<file path="config.mk">
export PLATFORM = sky130hd
export DESIGN_NAME = millis_timer
export DESIGN_NICKNAME = d
export VERILOG_FILES = /design/src/rtl/millis_timer_pkg.sv /design/src/rtl/bcd_digit_counter.sv /design/src/rtl/millis_timer.sv
export SDC_FILE = /design/constraint.sdc
export NUM_CORES = 1
export LEC_CHECK = 0
export ABC_AREA = 1
export CAP_MARGIN = 20
export CORE_MARGIN = 2
export CORE_UTILIZATION = 45
export CTS_CLUSTER_DIAMETER = 100
export DETAILED_ROUTE_END_ITERATION = 16
export PLACE_DENSITY = 0.64
export SYNTH_ARGS = -nofsm -noshare
export SYNTH_HDL_FRONTEND = slang
export SYNTH_SLANG_ARGS = --single-unit
export TNS_END_PERCENT = 100
</file>
<file path="constraint.sdc">
create_clock -name i_clk -period 1.9 [get_ports i_clk]
set_input_delay 0.38 -clock i_clk [delete_from_list [all_inputs] [get_ports i_clk]]
set_output_delay 0.38 -clock i_clk [all_outputs]
set_load 0.03 [all_outputs]
</file>
<file path="src/rtl/millis_timer_pkg.sv">
// ---------------------------------------------------------------------------
// millis_timer_pkg
//   Shared types and constants for the millis_timer block:
//     state_t   - FSM state encoding (IDLE, RUN, PAUSE, DONE)
//     bcd_t     - one 4-bit BCD digit
//     DIGIT_MAX - largest value a decade holds before carrying
//     to_bcd()  - elaboration-time integer to packed BCD (up to 6 digits),
//                 used only to build comparison constants, never in logic
// ---------------------------------------------------------------------------
package millis_timer_pkg;

  typedef enum logic [1:0] {
    ST_IDLE  = 2'd0,
    ST_RUN   = 2'd1,
    ST_PAUSE = 2'd2,
    ST_DONE  = 2'd3
  } state_t;

  typedef logic [3:0] bcd_t;

  localparam bcd_t DIGIT_MAX = 4'd9;

  function automatic logic [23:0] to_bcd(input int unsigned value);
    logic [23:0]  result;
    int unsigned  rem;
    result = '0;
    rem    = value;
    for (int i = 0; i < 6; i++) begin
      result[i*4 +: 4] = 4'(rem % 10);
      rem              = rem / 10;
    end
    return result;
  endfunction

endpackage

</file>
<file path="src/rtl/bcd_digit_counter.sv">
// ---------------------------------------------------------------------------
// bcd_digit_counter
//   One decade (0..9) of a ripple-carry BCD counter.
//   Ports:
//     i_clk    clock, rising edge
//     i_rst_n  asynchronous active-low reset (digit -> 0)
//     i_en     count enable for this cycle
//     i_clr    synchronous clear, wins over i_en
//     i_cin    carry in (digit 0 ties this high)
//     o_cout   carry out: this digit is at 9 and is being asked to count
//     o_digit  current digit value
// ---------------------------------------------------------------------------
module bcd_digit_counter
  import millis_timer_pkg::*;
(
  input  logic i_clk,
  input  logic i_rst_n,
  input  logic i_en,
  input  logic i_clr,
  input  logic i_cin,
  output logic o_cout,
  output bcd_t o_digit
);

  bcd_t r_digit;

  always_ff @(posedge i_clk or negedge i_rst_n) begin
    if (!i_rst_n) begin
      r_digit <= '0;
    end else if (i_clr) begin
      r_digit <= '0;
    end else if (i_en && i_cin) begin
      r_digit <= (r_digit == DIGIT_MAX) ? 4'd0 : r_digit + 4'd1;
    end
  end

  assign o_cout  = i_cin && (r_digit == DIGIT_MAX);
  assign o_digit = r_digit;

endmodule

</file>
<file path="src/rtl/millis_timer.sv">
// ---------------------------------------------------------------------------
// millis_timer
//   Prescaled BCD stopwatch/timer with start, pause, clear and optional lap.
//   Optional feature macro: MILLIS_TIMER_LAP_EN (lap capture register).
//   Parameters: CLK_HZ, TICK_HZ (DIV = CLK_HZ/TICK_HZ >= 2), DIGITS (1..6),
//               MAX_COUNT (1..10^DIGITS-1), WRAP (0 = stop, 1 = roll over).
//   Ports:
//     i_clk         clock, rising edge
//     i_rst_n       asynchronous active-low reset
//     i_start       start / resume request (IDLE or PAUSE -> RUN)
//     i_stop        pause request (RUN -> PAUSE)
//     i_clear       clear to IDLE with count and prescaler zeroed
//     i_lap         lap capture request (only with MILLIS_TIMER_LAP_EN)
//     o_count       packed BCD count, digit 0 in [3:0]
//     o_running     high while in RUN
//     o_done        WRAP=0: high in DONE; WRAP=1: one-cycle rollover pulse
//     o_tick        one-cycle pulse following each count increment
//     o_lap_count   captured count (constant 0 without the lap feature)
// ---------------------------------------------------------------------------
module millis_timer
  import millis_timer_pkg::*;
#(
  parameter int CLK_HZ    = 100000000,
  parameter int TICK_HZ   = 1000,
  parameter int DIGITS    = 2,
  parameter int MAX_COUNT = 99,
  parameter int WRAP      = 0
) (
  input  logic                  i_clk,
  input  logic                  i_rst_n,
  input  logic                  i_start,
  input  logic                  i_stop,
  input  logic                  i_clear,
  input  logic                  i_lap,
  output logic [4*DIGITS-1:0]   o_count,
  output logic                  o_running,
  output logic                  o_done,
  output logic                  o_tick,
  output logic [4*DIGITS-1:0]   o_lap_count
);

  localparam int DIV = CLK_HZ / TICK_HZ;
  localparam int PW  = (DIV > 1) ? $clog2(DIV) : 1;
  localparam int W   = 4 * DIGITS;

  localparam logic [PW-1:0] PRESC_TERM = PW'(DIV - 1);
  localparam logic [W-1:0]  MAX_BCD    = W'(to_bcd(MAX_COUNT));
  localparam logic [W-1:0]  PRE_MAX_BCD = W'(to_bcd(MAX_COUNT - 1));

  state_t          r_state;
  state_t          w_state_next;
  logic [PW-1:0]   r_presc;
  logic [PW-1:0]   w_presc_next;
  logic            r_tick;
  logic            r_wrap_pulse;

  logic [W-1:0]    w_count;
  logic [DIGITS:0] w_carry;
  logic            w_term;
  logic            w_inc;
  logic            w_wrap_clr;
  logic            w_digit_clr;

  // An increment happens only on a terminal prescaler edge in RUN that is
  // not pre-empted by Clear or Stop.
  assign w_term      = (r_presc == PRESC_TERM);
  assign w_inc       = (r_state == ST_RUN) && !i_clear && !i_stop && w_term;
  // Rollover from MAX_COUNT: MAX_COUNT need not be all nines, so the digits
  // are cleared explicitly instead of relying on the natural carry.
  assign w_wrap_clr  = (WRAP != 0) && w_inc && (w_count == MAX_BCD);
  assign w_digit_clr = i_clear || w_wrap_clr;

  assign w_carry[0] = 1'b1;

  generate
    for (genvar gi = 0; gi < DIGITS; gi++) begin : g_digit
      bcd_digit_counter u_digit (
        .i_clk   (i_clk),
        .i_rst_n (i_rst_n),
        .i_en    (w_inc),
        .i_clr   (w_digit_clr),
        .i_cin   (w_carry[gi]),
        .o_cout  (w_carry[gi+1]),
        .o_digit (w_count[gi*4 +: 4])
      );
    end
  endgenerate

  logic w_unused_carry;
  assign w_unused_carry = w_carry[DIGITS];

  always_comb begin
    w_state_next = r_state;
    if (i_clear) begin
      w_state_next = ST_IDLE;
    end else begin
      case (r_state)
        ST_IDLE:  if (!i_stop && i_start) w_state_next = ST_RUN;
        ST_RUN: begin
          if (i_stop) begin
            w_state_next = ST_PAUSE;
          end else if ((WRAP == 0) && w_inc && (w_count == PRE_MAX_BCD)) begin
            // The increment that lands on MAX_COUNT ends the run.
            w_state_next = ST_DONE;
          end
        end
        ST_PAUSE: if (!i_stop && i_start) w_state_next = ST_RUN;
        ST_DONE:  w_state_next = ST_DONE;
        default:  w_state_next = ST_IDLE;
      endcase
    end
  end

  always_comb begin
    w_presc_next = r_presc;
    if (i_clear) begin
      w_presc_next = '0;
    end else if ((r_state == ST_RUN) && !i_stop) begin
      w_presc_next = w_term ? '0 : r_presc + 1'b1;
    end
  end

  always_ff @(posedge i_clk or negedge i_rst_n) begin
    if (!i_rst_n) begin
      r_state      <= ST_IDLE;
      r_presc      <= '0;
      r_tick       <= 1'b0;
      r_wrap_pulse <= 1'b0;
    end else begin
      r_state      <= w_state_next;
      r_presc      <= w_presc_next;
      r_tick       <= w_inc;
      r_wrap_pulse <= w_wrap_clr;
    end
  end

  assign o_count   = w_count;
  assign o_running = (r_state == ST_RUN);
  assign o_tick    = r_tick;
  assign o_done    = (WRAP != 0) ? r_wrap_pulse : (r_state == ST_DONE);

`ifdef MILLIS_TIMER_LAP_EN
  logic [W-1:0] r_lap_count;

  always_ff @(posedge i_clk or negedge i_rst_n) begin
    if (!i_rst_n) begin
      r_lap_count <= '0;
    end else if (i_clear) begin
      r_lap_count <= '0;
    end else if (i_lap && ((r_state == ST_RUN) || (r_state == ST_PAUSE))) begin
      r_lap_count <= w_count;
    end
  end

  assign o_lap_count = r_lap_count;
`else
  logic w_unused_lap;
  assign w_unused_lap = i_lap;
  assign o_lap_count  = '0;
`endif

endmodule

</file>
==> results of run 1 <==
[cell usage in the layout (no fill, tap or decap)]
cell / netlist / routed
nor2_2: 3 / 3
nor3_4: 1 / 1
nor3_2: 1 / 1
o22ai_1: 5 / 5
buf_4: 9 / 9
nor2_1: 23 / 23
xor2_1: 6 / 6
nand2_2: 7 / 7
nand3_1: 31 / 31
or2_2: 1 / 1
a21oi_2: 1 / 1
nor3_1: 1 / 1
dfrtp_1: 28 / 28
nand2_1: 74 / 74
conb_1: 1 / 8
nand3b_1: 2 / 2
clkbuf_8: 0 / 4
clkdlybuf4s50_1: 0 / 13
nand4_1: 4 / 4
inv_1: 28 / 28
nand3_2: 1 / 1
inv_2: 1 / 1
o21bai_1: 1 / 1
xnor2_1: 2 / 2
dlymetal6s2s_1: 0 / 1
o21ai_0: 14 / 14
a21oi_1: 1 / 1
nor2_4: 5 / 5
dlygate4sd2_1: 0 / 1
ha_1: 3 / 3
a21boi_2: 1 / 1
[repair_timing]
action / in CTS / in global routing
hold buffers: 0 / 0
cloned: 0 / 0
resized for setup: 1 / 1
endpoints found under the setup margin: 1 / 1
[area by class of cell]
cell class | count | area, sq um
Clock buffer | 4 | 55.1
Fill cell | 403 | 1860
Inverter | 29 | 109
Multi-Input combinational cell | 196 | 997
Sequential cell | 28 | 701
Tap cell | 50 | 62.6
Timing Repair Buffer | 24 | 219
[power by group]
group | internal (W) | total (W) | switching (W)
Sequential | 0.000624 | 0.000659 | 0.0000349
Combinational | 0.000114 | 0.000330 | 0.000216
Clock | 0.000186 | 0.000390 | 0.000204
Total | 0.000924 | 0.00138 | 0.000454
[per-layer routing]
metal	share of wire (%)	global-route usage, %	vias to the layer above
met3	3.1	3.45	5
met4	1.2	5.50	0
met1	51	26.2	760
li1	-	-	850
met5	0	0	-
met2	45	29.5	24
[state kept, by name (all words and copies together), names as in the netlist]
register                 cells
o_tick                       1
g_digit.u_digit.o_digit      8
r_presc                     17
r_state                      2
[how the worst max path moves through the flow]
| stage | from | end | slack [ps] | cells past startpoint |
|---|---|---|---|---|
| floorplan | g_digit[1].u_digit.o_digit[0] | r_state[1] | 470 | 8 |
| global placement | i_clear | g_digit[0].u_digit.o_digit[1] | 100 | 6 |
| detailed placement | i_stop | r_state[1] | 100 | 9 |
| CTS | r_state[1] | o_done | 10 | 3 |
| global route | g_digit[0].u_digit.o_digit[1] | o_count[1] | 3 | 1 |
| finish | g_digit[1].u_digit.o_digit[0] | o_count[4] | 60 | 1 |
[cell families (layout without fill, tap and decap cells)]
| kind of cell | Yosys count | in the layout | share of synthesized area, % |
|---|---|---|---|
| AND/OR/NAND/NOR | 154 | 154 | 39.0 |
| buffers and inverters | 39 | 57 | 10.1 |
| flip-flops | 28 | 28 | 37.7 |
| AO/OA/AOI/OAI | 23 | 23 | 7.20 |
| XOR/XNOR | 8 | 8 | 3.77 |
| adder cells (fa/ha/maj) | 3 | 3 | 2.02 |
| other | 1 | 8 | 0.202 |
[Yosys cell counts]
| cell | instances |
|---|---|
| a21boi_2 | 1 |
| a21oi_1 | 1 |
| a21oi_2 | 1 |
| buf_4 | 9 |
| buf_6 | 1 |
| conb_1 | 1 |
| dfrtp_1 | 28 |
| ha_1 | 3 |
| inv_1 | 28 |
| inv_2 | 1 |
| nand2_1 | 74 |
| nand2_2 | 7 |
| nand3_1 | 31 |
| nand3_2 | 1 |
| nand3b_1 | 2 |
| nand4_1 | 4 |
| nor2_1 | 23 |
| nor2_2 | 3 |
| nor2_4 | 5 |
| nor3_1 | 1 |
| nor3_2 | 1 |
| nor3_4 | 1 |
| o21ai_0 | 14 |
| o21bai_1 | 1 |
| o22ai_1 | 5 |
| or2_2 | 1 |
| xnor2_1 | 2 |
| xor2_1 | 6 |
[stage by stage]
step	total power [W]	setup slack (ps)	instances	hold slack, ps	utilization, %
3_3_place_gp	0.00101	97.2	327	501	52.2
3_5_place_dp	0.00101	97.2	327	516	52.2
6_report	0.00138	57.9	331	461	53.6
2_1_floorplan	0.000891	474	263	84.4	-
4_1_cts	0.00139	10.7	331	471	53.5
5_1_grt	0.00145	3.08	331	509	53.6
==> impl_results.md, run 1 <==
- Reg-to-reg startpoint: r_presc[0]
- Boundary Pins: 25
- RSZ-0062 raised after global routing: no
- Avg Inst Size Synth: 7.26 sq um
- Number of buffers inserted by port buffering: 15
- Weighted congestion at the end of routability-driven global placement: 0.831
- Final setup TNS: 0 ps
- Power density over the cells: 643 mW/mm^2
- Depth of the worst register-to-register path: 9
- Worst Path Required: 1520 ps
- Number of antenna repair diodes: 0
- First-pass iteration count of the detailed router: 4
- Y dimension of the die: 68.3 um
- Post-synthesis sequential element count: 28
- Final Skew: 2.85 ps
- Number of different library cells in the post-synthesis netlist: 28
- Area of the core: 0.00400 sq mm
- Instance count of the mapped netlist: 256
- Part of the Yosys area used for sequential elements: 37.7%
- Status: completed
- Design Area, Final: 0.00214 sq mm
- Number of failing setup endpoints in the final timing report: 0
- Sort of element at the start of the critical path: flip-flop
- Net total in the final layout: 291
- FP Rows: 23
- Critical Path Max Stage Delay: 710 ps
- GRT Overall Usage: 18.7%
- Buf+Inv Stages, Crit Path: 1
- Arrival @ worst endpoint: 1460 ps
- CTS root buffer: clkbuf_8
- Overall via count from detail_route: 1639
- Final worst path period share: 97.0%
- Hpwl dp: 2840 um
- Number of nets with antenna violations after routing: 0
- Fin crit period: 1840 ps
- Peak VDD IR: 0.460 mV
- Maximum number of pins on one net before global-route repair: 29
- Largest cells by area after synthesis: dfrtp_1 (38%), nand2_1 (15%), nand3_1 (8.3%), inv_1 (5.7%), nor2_1 (4.6%)
- Synthesis-to-finish area growth: 15.3%
- Cell type contributing the most total cell area after synthesis: dfrtp_1
- Kind of cell with the highest combined delay on the critical path: buffers and inverters
- First-pass GRT wire length: 6470 um
- Later-pin clock latency in the skew report: 280 ps
- Number of max-cap violations: 0
- Crit Reg-Reg Endpoint: r_presc[14]
- DRT Wirelength: 3880 um
- TritonCTS Buffers: 3
- Post-synthesis instance area: 0.00186 sq mm
- Cell Area, Placed: 0.00209 sq mm
- Total count of max-transition violations in the final report: 0
- DRT iter0 DRCs: 70
- WL/cell: 11.7 um
- Layout cell share with drive strength beyond 1: 12.5%
- Residual DRC count: 0
- Detail-routed via count per cell: 4.95
- Initial Util: 46.5%
- Top achievable clock speed: 543 MHz
- HP Class: primary input to async pin
- Initial antenna violation count: 0
- Die footprint: 0.00466 sq mm
- H-tree depth reported by CTS: 1
- Leak Pwr: 1.04 nW
- Hold Vio Cnt, Final: 0
- R2r setup slk: 270 ps
- Total of warnings raised by yosys: 0
- Critical path, cell by cell: clkdlybuf4s50_1
- Post CTS Setup Buffer Count: 0
- Horizontal die dimension: 68.3 um
- GR Overflow Total: 0
- Clock input transition at the sequential cells of the worst setup and hold paths: 100 ps
- CTS tree: built
- Clk sink count: 28
- Start-to-end type of the worst setup path: flip-flop to primary output
- Maximum fanout along the worst path: 6
- Buffer depth of the longest clock path: 2
- Kind of end point of the critical path: primary output
- Via count of the first global-routing pass: 1449
- Synth top area share: 37.7%
- Slowest CP cell: clkdlybuf4s50_1
(Power assumes the default switching activity.)
==> run 2, diff against run 1 <==
--- a/config.mk
+++ b/config.mk
@@ -12,6 +12,7 @@
 export CTS_CLUSTER_DIAMETER = 100
 export DETAILED_ROUTE_END_ITERATION = 16
 export PLACE_DENSITY = 0.64
+export SLEW_MARGIN = 30
 export SYNTH_ARGS = -nofsm -noshare
 export SYNTH_HDL_FRONTEND = slang
 export SYNTH_SLANG_ARGS = --single-unit
==> results of run 2 <==
The final DEF is identical to that of run 1; final timing and power are the same.
==> run 3, diff against run 2 <==
--- a/config.mk
+++ b/config.mk
@@ -12,7 +12,6 @@
 export CTS_CLUSTER_DIAMETER = 100
 export DETAILED_ROUTE_END_ITERATION = 16
 export PLACE_DENSITY = 0.64
-export SLEW_MARGIN = 30
 export SYNTH_ARGS = -nofsm -noshare
 export SYNTH_HDL_FRONTEND = slang
 export SYNTH_SLANG_ARGS = --single-unit
==> results of run 3 <==
The final DEF is identical to that of run 1; final timing and power are the same.
